--- src/rtl/iomem_ctrl.sv ---
// iomem_ctrl: slave-side transaction controller for the PicoSoC iomem bus.
// One outstanding request is decoded to GPIO, SimpleRNG or user RAM, the
// target access is sequenced (RNG wait states, fixed RAM read latency) and a
// single-cycle iomem_ready is returned.
// Optional build macro IOMEM_STATS_EN adds a read-only status word at
// 0x0300_3000 (completed transactions / RNG timeouts).
module iomem_ctrl #(
  parameter int          RAM_ADDR_BIT   = 8,
  parameter int          RAM_LAT        = 1,
  parameter int          RNG_TIMEOUT    = 64,
  parameter logic [31:0] UNMAPPED_RDATA = 32'hDEAD_BEEF
) (
  input  logic                    clk,
  input  logic                    resetn,
  input  logic                    iomem_valid,
  output logic                    iomem_ready,
  input  logic [3:0]              iomem_wstrb,
  input  logic [31:0]             iomem_addr,
  input  logic [31:0]             iomem_wdata,
  output logic [31:0]             iomem_rdata,
  output logic [31:0]             gpio_o,
  output logic                    rng_we,
  output logic                    rng_re,
  output logic [31:0]             rng_di,
  input  logic [31:0]             rng_do,
  input  logic                    rng_wait,
  output logic [3:0]              ram_we,
  output logic                    ram_re,
  output logic [RAM_ADDR_BIT-1:0] ram_addr,
  output logic [31:0]             ram_di,
  input  logic [31:0]             ram_do,
  output logic                    timeout_o
);

  // counter is shared between the RNG wait budget and the RAM latency count
  localparam int CW = ($clog2(RNG_TIMEOUT + 1) > 3) ? $clog2(RNG_TIMEOUT + 1) : 3;

  typedef enum logic [2:0] {
    S_IDLE,
    S_ACCESS,
    S_RNG_WAIT,
    S_RAM_RD,
    S_RESP
  } state_t;

  typedef enum logic [2:0] {
    T_NONE,
    T_GPIO,
    T_RNG,
    T_RAM,
    T_STAT
  } tgt_t;

  state_t                  state_q;
  tgt_t                    tgt_q;
  tgt_t                    tgt_dec;
  logic [3:0]              wstrb_q;
  logic [31:0]             wdata_q;
  logic [RAM_ADDR_BIT-1:0] raddr_q;
  logic [CW-1:0]           cnt_q;
  logic                    abort_q;
  logic                    ready_q;
  logic [31:0]             rdata_q;
  logic [31:0]             gpio_q;
  logic                    timeout_q;

  logic                    wr;
  logic                    keep;
  logic                    fin;
  logic [31:0]             fin_rdata;
  logic                    to_hit;
  logic                    acc;
  logic                    rng_go;
  state_t                  done_state;

`ifdef IOMEM_STATS_EN
  logic [15:0]             txcnt_q;
  logic [7:0]              tocnt_q;
`endif

  assign wr         = |wstrb_q;
  // a request withdrawn before completion still finishes its target access
  // but must not see a ready pulse
  assign keep       = iomem_valid && !abort_q;
  assign done_state = keep ? S_RESP : S_IDLE;
  assign acc        = (state_q == S_ACCESS);

  // address decode of the incoming request
  always_comb begin
    tgt_dec = T_NONE;
    if (iomem_addr == 32'h0300_0000)
      tgt_dec = T_GPIO;
    else if (iomem_addr == 32'h0300_1000)
      tgt_dec = T_RNG;
    else if ((iomem_addr[31:12] == 20'h03002) &&
             ((iomem_addr[11:0] >> RAM_ADDR_BIT) == 12'd0))
      tgt_dec = T_RAM;
`ifdef IOMEM_STATS_EN
    else if (iomem_addr == 32'h0300_3000)
      tgt_dec = T_STAT;
`endif
  end

  // completion condition and the read data to return for this cycle
  always_comb begin
    fin       = 1'b0;
    fin_rdata = 32'h0;
    to_hit    = 1'b0;
    case (state_q)
      S_ACCESS: begin
        case (tgt_q)
          T_GPIO: begin
            fin       = 1'b1;
            fin_rdata = gpio_q;
          end
          T_RNG: begin
            if (!rng_wait) begin
              fin       = 1'b1;
              fin_rdata = wr ? 32'h0 : rng_do;
            end
          end
          T_RAM: begin
            if (wr) fin = 1'b1;
          end
`ifdef IOMEM_STATS_EN
          T_STAT: begin
            fin       = 1'b1;
            fin_rdata = {8'h00, tocnt_q, txcnt_q};
          end
`endif
          default: begin
            fin       = 1'b1;
            fin_rdata = UNMAPPED_RDATA;
          end
        endcase
      end
      S_RNG_WAIT: begin
        if (keep && rng_wait && (cnt_q == CW'(RNG_TIMEOUT - 1))) begin
          fin       = 1'b1;
          to_hit    = 1'b1;
          fin_rdata = 32'hFFFF_FFFF;
        end
      end
      S_RAM_RD: begin
        if (cnt_q == CW'(RAM_LAT)) begin
          fin       = 1'b1;
          fin_rdata = ram_do;
        end
      end
      default: ;
    endcase
  end

  // transaction FSM with registered bus-side outputs
  always_ff @(posedge clk or negedge resetn) begin
    if (!resetn) begin
      state_q   <= S_IDLE;
      tgt_q     <= T_NONE;
      wstrb_q   <= 4'h0;
      wdata_q   <= 32'h0;
      raddr_q   <= '0;
      cnt_q     <= '0;
      abort_q   <= 1'b0;
      ready_q   <= 1'b0;
      rdata_q   <= 32'h0;
      gpio_q    <= 32'h0;
      timeout_q <= 1'b0;
    end else begin
      if ((state_q != S_IDLE) && !iomem_valid) abort_q <= 1'b1;
      if (fin) begin
        state_q <= done_state;
        ready_q <= keep;
        if (keep) rdata_q <= fin_rdata;
      end
      case (state_q)
        S_IDLE: begin
          if (iomem_valid && !ready_q) begin
            tgt_q   <= tgt_dec;
            wstrb_q <= iomem_wstrb;
            wdata_q <= iomem_wdata;
            raddr_q <= iomem_addr[RAM_ADDR_BIT-1:0];
            cnt_q   <= '0;
            abort_q <= 1'b0;
            state_q <= S_ACCESS;
          end
        end
        S_ACCESS: begin
          if (tgt_q == T_GPIO) begin
            for (int b = 0; b < 4; b++)
              if (wstrb_q[b]) gpio_q[8*b +: 8] <= wdata_q[8*b +: 8];
            if (wstrb_q[3] && wdata_q[31]) timeout_q <= 1'b0;
          end
          if (!fin) begin
            if (tgt_q == T_RNG) begin
              state_q <= S_RNG_WAIT;
            end else begin
              state_q <= S_RAM_RD;
              cnt_q   <= CW'(1);
            end
          end
        end
        S_RNG_WAIT: begin
          if (!keep)
            state_q <= S_IDLE;
          else if (!rng_wait)
            state_q <= S_ACCESS;
          else if (to_hit)
            timeout_q <= 1'b1;
          else
            cnt_q <= cnt_q + CW'(1);
        end
        S_RAM_RD: begin
          if (!fin) cnt_q <= cnt_q + CW'(1);
        end
        S_RESP: begin
          ready_q <= 1'b0;
          state_q <= S_IDLE;
        end
        default: state_q <= S_IDLE;
      endcase
    end
  end

`ifdef IOMEM_STATS_EN
  // completed-transaction and timeout statistics
  always_ff @(posedge clk or negedge resetn) begin
    if (!resetn) begin
      txcnt_q <= 16'h0;
      tocnt_q <= 8'h0;
    end else begin
      if (state_q == S_RESP) txcnt_q <= txcnt_q + 16'd1;
      if (to_hit && (tocnt_q != 8'hFF)) tocnt_q <= tocnt_q + 8'd1;
    end
  end
`endif

  // peripheral strobes are decoded from state so that the RNG strobe and the
  // capture of rng_do fall in the same cycle
  assign rng_go      = acc && (tgt_q == T_RNG) && !rng_wait;
  assign rng_we      = rng_go && wr;
  assign rng_re      = rng_go && !wr;
  assign rng_di      = (tgt_q == T_RNG) ? wdata_q : 32'h0;
  assign ram_we      = (acc && (tgt_q == T_RAM)) ? wstrb_q : 4'h0;
  assign ram_re      = acc && (tgt_q == T_RAM) && !wr;
  assign ram_addr    = (tgt_q == T_RAM) ? raddr_q : '0;
  assign ram_di      = (tgt_q == T_RAM) ? wdata_q : 32'h0;

  assign iomem_ready = ready_q;
  assign iomem_rdata = rdata_q;
  assign gpio_o      = gpio_q;
  assign timeout_o   = timeout_q;

endmodule

--- config.mk ---
export PLATFORM = sky130hd
export DESIGN_NAME = iomem_ctrl
export DESIGN_NICKNAME = d
export VERILOG_FILES = /design/src/rtl/iomem_ctrl.sv
export SDC_FILE = /design/constraint.sdc
export NUM_CORES = 1
export LEC_CHECK = 0
export ABC_AREA = 0
export BUFFER_PORTS_ARGS = -buffer_cell sky130_fd_sc_hd__buf_2
export CORE_ASPECT_RATIO = 1.25
export CORE_MARGIN = 2
export CORE_UTILIZATION = 51
export DETAILED_ROUTE_END_ITERATION = 12
export PLACE_DENSITY = 0.86
export SLEW_MARGIN = 20
export SYNTH_ARGS = -nofsm -noshare
export SYNTH_HDL_FRONTEND = slang
export SYNTH_SLANG_ARGS = --single-unit
export TNS_END_PERCENT = 30
--- constraint.sdc ---
create_clock -name clk -period 5.4 [get_ports clk]
set_clock_uncertainty 0.15 [all_clocks]
set_input_delay 1.08 -clock clk [delete_from_list [all_inputs] [get_ports clk]]
set_output_delay 1.08 -clock clk [all_outputs]
set_load 0.05 [all_outputs]
Word-level counts from Yosys, hierarchy flattened
Cells that the tools add are included.
Widths: inputs -> output; s select.

word-level totals
  register bits after elaboration = 124
  ROM bits = 0
  memories = 0
  output and inout bits = 145
  word-level logic and storage cells = 117
  bits in latches = 0
  RAM bits = 0
  bits of input ports = 136

operators by class
  muxes and demuxes = 47
  $mul = 0
  div/mod/pow operators = 0
  bitwise gates (word level) = 0
  $add $sub $neg = 1
  order comparisons = 0
  equality and inequality tests = 22
  shifts and indexed selects = 0
  reductions and logical operators = 33

operator list
  cell                  count
  $mux 32               6
  $pmux 32 s3           2
  $eq 32x26->1 const B  2
  $mux 7                7
  $pmux 7 s4            1
  $mux 3                7
  $eq 20x14->1 const B  1
  $mux 1                16
  $ne 2x2->1 const B    8
  $logic_and 1x1->1     13
  $eq 3x2->1 const B    4
  $logic_not 12->1      1
  $pmux 3 s4            1
  $reduce_and 3->1      4
  $mux 8                1
  $reduce_and 8->1      1
  $add 7x1->7 const B   1
  $eq 7x1->1 const B    1
  $eq 7x6->1 const B    1
  $eq 3x1->1 const B    2
  $reduce_and 6->1      1
  $logic_not 1->1       5
  $mux 2                2
  $mux 4                1
  10 further kinds      14

Logic depth before layout (Yosys ltp)
  depth in word-level cells = 10
  depth in mapped cells = 9
  gate-level depth less buffers = 7

Worst setup path after synthesis
Ideal clock, no wire load.

  path type = input port to output port
  from = input rng_wait
  to = output ram_re
  cell stages on the path = 5
  buffers on the path = 1
  setup slack = 1.325 ns
  data arrival time = 2.845 ns
  data required time = 4.170 ns
  cell sequence = nor2b_1 -> a221o_1 -> nand3_2 -> buf_2 -> nor3_1

RTL lines
  item             RTL line  source
  start, declared  26        input logic rng_wait,
  end, declared    28        output logic ram_re,

Final worst setup path
  from = register tgt_q[1]
  to = output ram_re

on the way
  longest elaborated chain between the ends = 3

RTL lines
  item                             RTL line  source
  start, declared                  55        tgt_t tgt_q;
  start signal, assigned           178       tgt_q <= tgt_dec;
  $eq 3x2->1                       244       assign ram_re = acc && (tgt_q == T_RAM) && !wr;
  $logic_and 1x1->1 (2 in series)  244

No other way between the ends.

==> flow_summary.yaml <==
floorplanning:
  die_area_um2: 13200
  start_util_pct: 52.0
  num_io_pins: 281
  row_count: 45
  die_w_um: 103
  core_region_area_um2: 12100
  die_height_um: 128
critical_path:
  cp-start-kind: "flop"
  worst-path-buf-inv: 1
  reg2reg_from: "cnt_q[1]$_DFFE_PN0P_"
  worstRegToRegCells: 8
  path_class: "reg -> out"
  crit_path_max_fanout: 70
  cp.arrival_ns: 2.85
  path_cells: "and2_1, a221o_1, nand3_2, nor3_1, buf_2"
  cp_num_cells: 5
  endpoint_kind: "primary output"
  critPathLaunch: "tgt_q[1]$_DFFE_PN0P_"
  r2r_setup_slack_ns: 2.01
  critPathRequiredTime_ns: 4.17
  critical-path-top-delay-family: "simple AND/OR/NAND/NOR gates"
  cpPeakStageDelay_ns: 0.85
  cp-endpoint: "ram_re"
  crit_slowest_cell: "dfrtp_4"
  timing.rr.end: "iomem_rdata[13]$_DFFE_PN0P_"
synth:
  synth_flop_cell: "dfrtp_1"
  ys_async_sr_fraction_pct: 100
  syn_avg_cell_area_um2: 10.9
  seq_area_frac_synth_pct: 48.9
  synth_edf_count: 0
  syn-instance-count: 577
  ys_ff_latch: 123
  ys_types: 54
  synth_fp_nets: 715
  syn_area_um2: 6290
  yosys_warnings: 0
global_routing:
  busiest_layer: "met2"
  overflow: 0
  grt_max_degree: 71
  gr-usage-all-layers_pct: 29.5
  grtUsageMet1_pct: 38.9
  grtUsageMet2_pct: 47.4
  grt_pass1_vias: 5596
  met3_usage_pct: 6.05
  grt_first_pass_wirelength_um: 29700
  grt_antenna_before_repair: 1
run_status:
  status: "finished, final reports clean"
cells_and_area:
  fillers: 955
  area.growth.synth_to_final_pct: 34.3
  fin_nets: 977
  post-route-util_pct: 69.8
  final_cells: 1017
  drive_gt1_share_pct: 49.2
timing:
  min_period_over_period_pct: 75.5
  tightest_slew_ns: 0.976
  tns_ns: 0
  maxClockFrequency_mhz: 245
  rsz0062_at_grt: "false"
  hold_slack_ns: 0.319
  setup_violations: 0
  max_slew_margin_pct: 34.7
  slew_violations: 0
  finalHoldViolCount: 0
  fin_crit_ns: 4.08
power_and_ir_drop:
  p_sw_share_pct: 39.9
  powerDensity_nw_per_um2: 501
  p_sw_uw: 1690
  pwr-share-comb_pct: 35.5
  pwr-share-clk_pct: 28.1
  irDropWorstVdd_mv: 0.289
  intPower_uw: 2540
  p_leak_uw: 0.00436
  seqPwrFrac_pct: 36.4
placed_design:
  numPlacedInstances: 984
  portBuffers: 280
  hpwl_um: 13800
  gp_congestion: 0.922
clock_network:
  clockBufferDepth: 2
  cts_sinks: 123
  cts-root-buf: "clkbuf_16"
  tritoncts: "done"
  cts_buffers: 17
  post_cts_resized: 0
  worstSkewPairLatency_ns: 0.41
  h-tree-depth: 4
  clkSlewWorstSetupHoldPaths_ns: 0.06
  cts_hold_buf: 0
  postCtsSetupBuffers: 0
detailed_routing:
  ant_nets: 0
  viasPerCell: 5.69
  routed_wl_um: 19300
  avgRoutedWirePerCell_um: 19.0
  first_pass_iters: 5
  drt_iter0_markers: 295
  drcViolationCount: 0
  route.vias.total: 5782
hold_path:
  hold_path.class: "reg -> reg"
run:
  drv_cap: 0
## cell type report
type / instances / area, um2 / area share [%]
Antenna cell: 1 / 2.50 / 0.0296
Clock buffer: 20 / 467 / 5.52
Clock inverter: 12 / 163 / 1.93
Inverter: 6 / 22.5 / 0.267
Multi-Input combinational cell: 400 / 3020 / 35.8
Sequential cell: 123 / 3080 / 36.5
Tap cell: 164 / 205 / 2.43
Timing Repair Buffer: 291 / 1490 / 17.6
## synth_stat cells, types with 11 or more instances
| library cell | instances | area (um2) |
|---|---|---|
| dfrtp_1 | 123 | 3080 |
| mux2_2 | 75 | 845 |
| and3_1 | 44 | 275 |
| nor2_1 | 37 | 139 |
| clkbuf_1 | 36 | 135 |
| and2_1 | 33 | 206 |
| a21oi_1 | 32 | 160 |
| nor2b_1 | 26 | 163 |
| a221oi_1 | 24 | 210 |
| o2bb2ai_1 | 24 | 210 |
| nand2_1 | 11 | 41.3 |
## through the flow
step	instance area (um2)	worst slack, ns	total power, uW
floorplan	6290	1.32	2620
global placement	7800	1.54	3000
detailed placement	7800	1.41	3040
CTS	8430	0.971	4240
global route	8450	1.22	4460
finish	8450	1.32	4230
## power by group through the flow
stage / combinational, uW / sequential, uW / clock [uW]
global route: 1610 / 1590 / 1250
CTS: 1500 / 1530 / 1210
global placement: 1460 / 1530 / 0
detailed placement: 1490 / 1550 / 0
floorplan: 745 / 1870 / 0
finish: 1500 / 1540 / 1190
## worst reg2reg max path, stage by stage (launching register included)
cell and delay [ns]:
dfrtp_1 0.43, inv_1 0.08, ha_1 0.12, or4bb_1 0.53
or4_1 0.52, a31oi_4 0.74, buf_4 0.47, nor2_1 0.09
a21oi_1 0.18
## kinds of logic (layout without fill, tap and decap cells)
group	Yosys count	count (layout)	synth area share (%)
and+or+nand+nor	197	197	18.5
adders and majority gates	2	2	0.398
buffers and inverters	54	329	3.66
other	0	1	0
AOI/OAI and AO/OA	126	126	15.1
DFF	123	123	48.9
muxes	75	75	13.4
## placed cells by master (no fill, tap or decap), types with 3 or more instances in the layout
cell | netlist | routed
a21oi_1 | 32 | 32
a21oi_2 | 7 | 7
a221oi_1 | 24 | 24
a22oi_1 | 8 | 8
a31oi_1 | 8 | 8
and2_1 | 33 | 33
and3_1 | 44 | 44
buf_2 | 7 | 279
buf_4 | 3 | 12
bufinv_16 | 0 | 3
clkbuf_16 | 0 | 17
clkbuf_8 | 0 | 3
clkinvlp_4 | 0 | 5
dfrtp_1 | 123 | 122
inv_1 | 6 | 6
mux2_2 | 75 | 75
nand2_1 | 11 | 10
nand2b_1 | 4 | 4
nand3_1 | 4 | 4
nor2_1 | 37 | 37
nor2b_1 | 26 | 25
nor4_1 | 10 | 8
o2bb2ai_1 | 24 | 24
o31ai_1 | 7 | 7
or4_1 | 10 | 10
## flip-flops by register name, summed over array words and instances, names as in the netlist
| signal | count |
|---|---|
| cnt_q | 7 |
| wstrb_q | 4 |
| abort_q | 1 |
| wdata_q | 32 |
| state_q | 3 |
| iomem_ready | 1 |
| timeout_o | 1 |
| gpio_o | 32 |
| tgt_q | 2 |
| raddr_q | 8 |
| iomem_rdata | 32 |
## per-layer routing
layer	share of wire (%)	vias up
met5	0	-
met1	40	2784
met2	51	280
li1	-	2674
met3	6.4	44
met4	3.1	0
## worst min-delay path by stage
stage	start	endpoint	slack, ns	depth (start not counted)
after floorplan	raddr_q[0]$_DFFE_PN0P_	raddr_q[0]$_DFFE_PN0P_	0.32	1
after global placement	timeout_o$_DFFE_PN0P_	timeout_o$_DFFE_PN0P_	0.31	1
after detailed placement	timeout_o$_DFFE_PN0P_	timeout_o$_DFFE_PN0P_	0.32	1
after CTS	timeout_o$_DFFE_PN0P_	timeout_o$_DFFE_PN0P_	0.32	1
after global routing	raddr_q[1]$_DFFE_PN0P_	raddr_q[1]$_DFFE_PN0P_	0.37	1
final	timeout_o$_DFFE_PN0P_	timeout_o$_DFFE_PN0P_	0.32	1
Note: power is estimated with default switching activity, not from simulation.
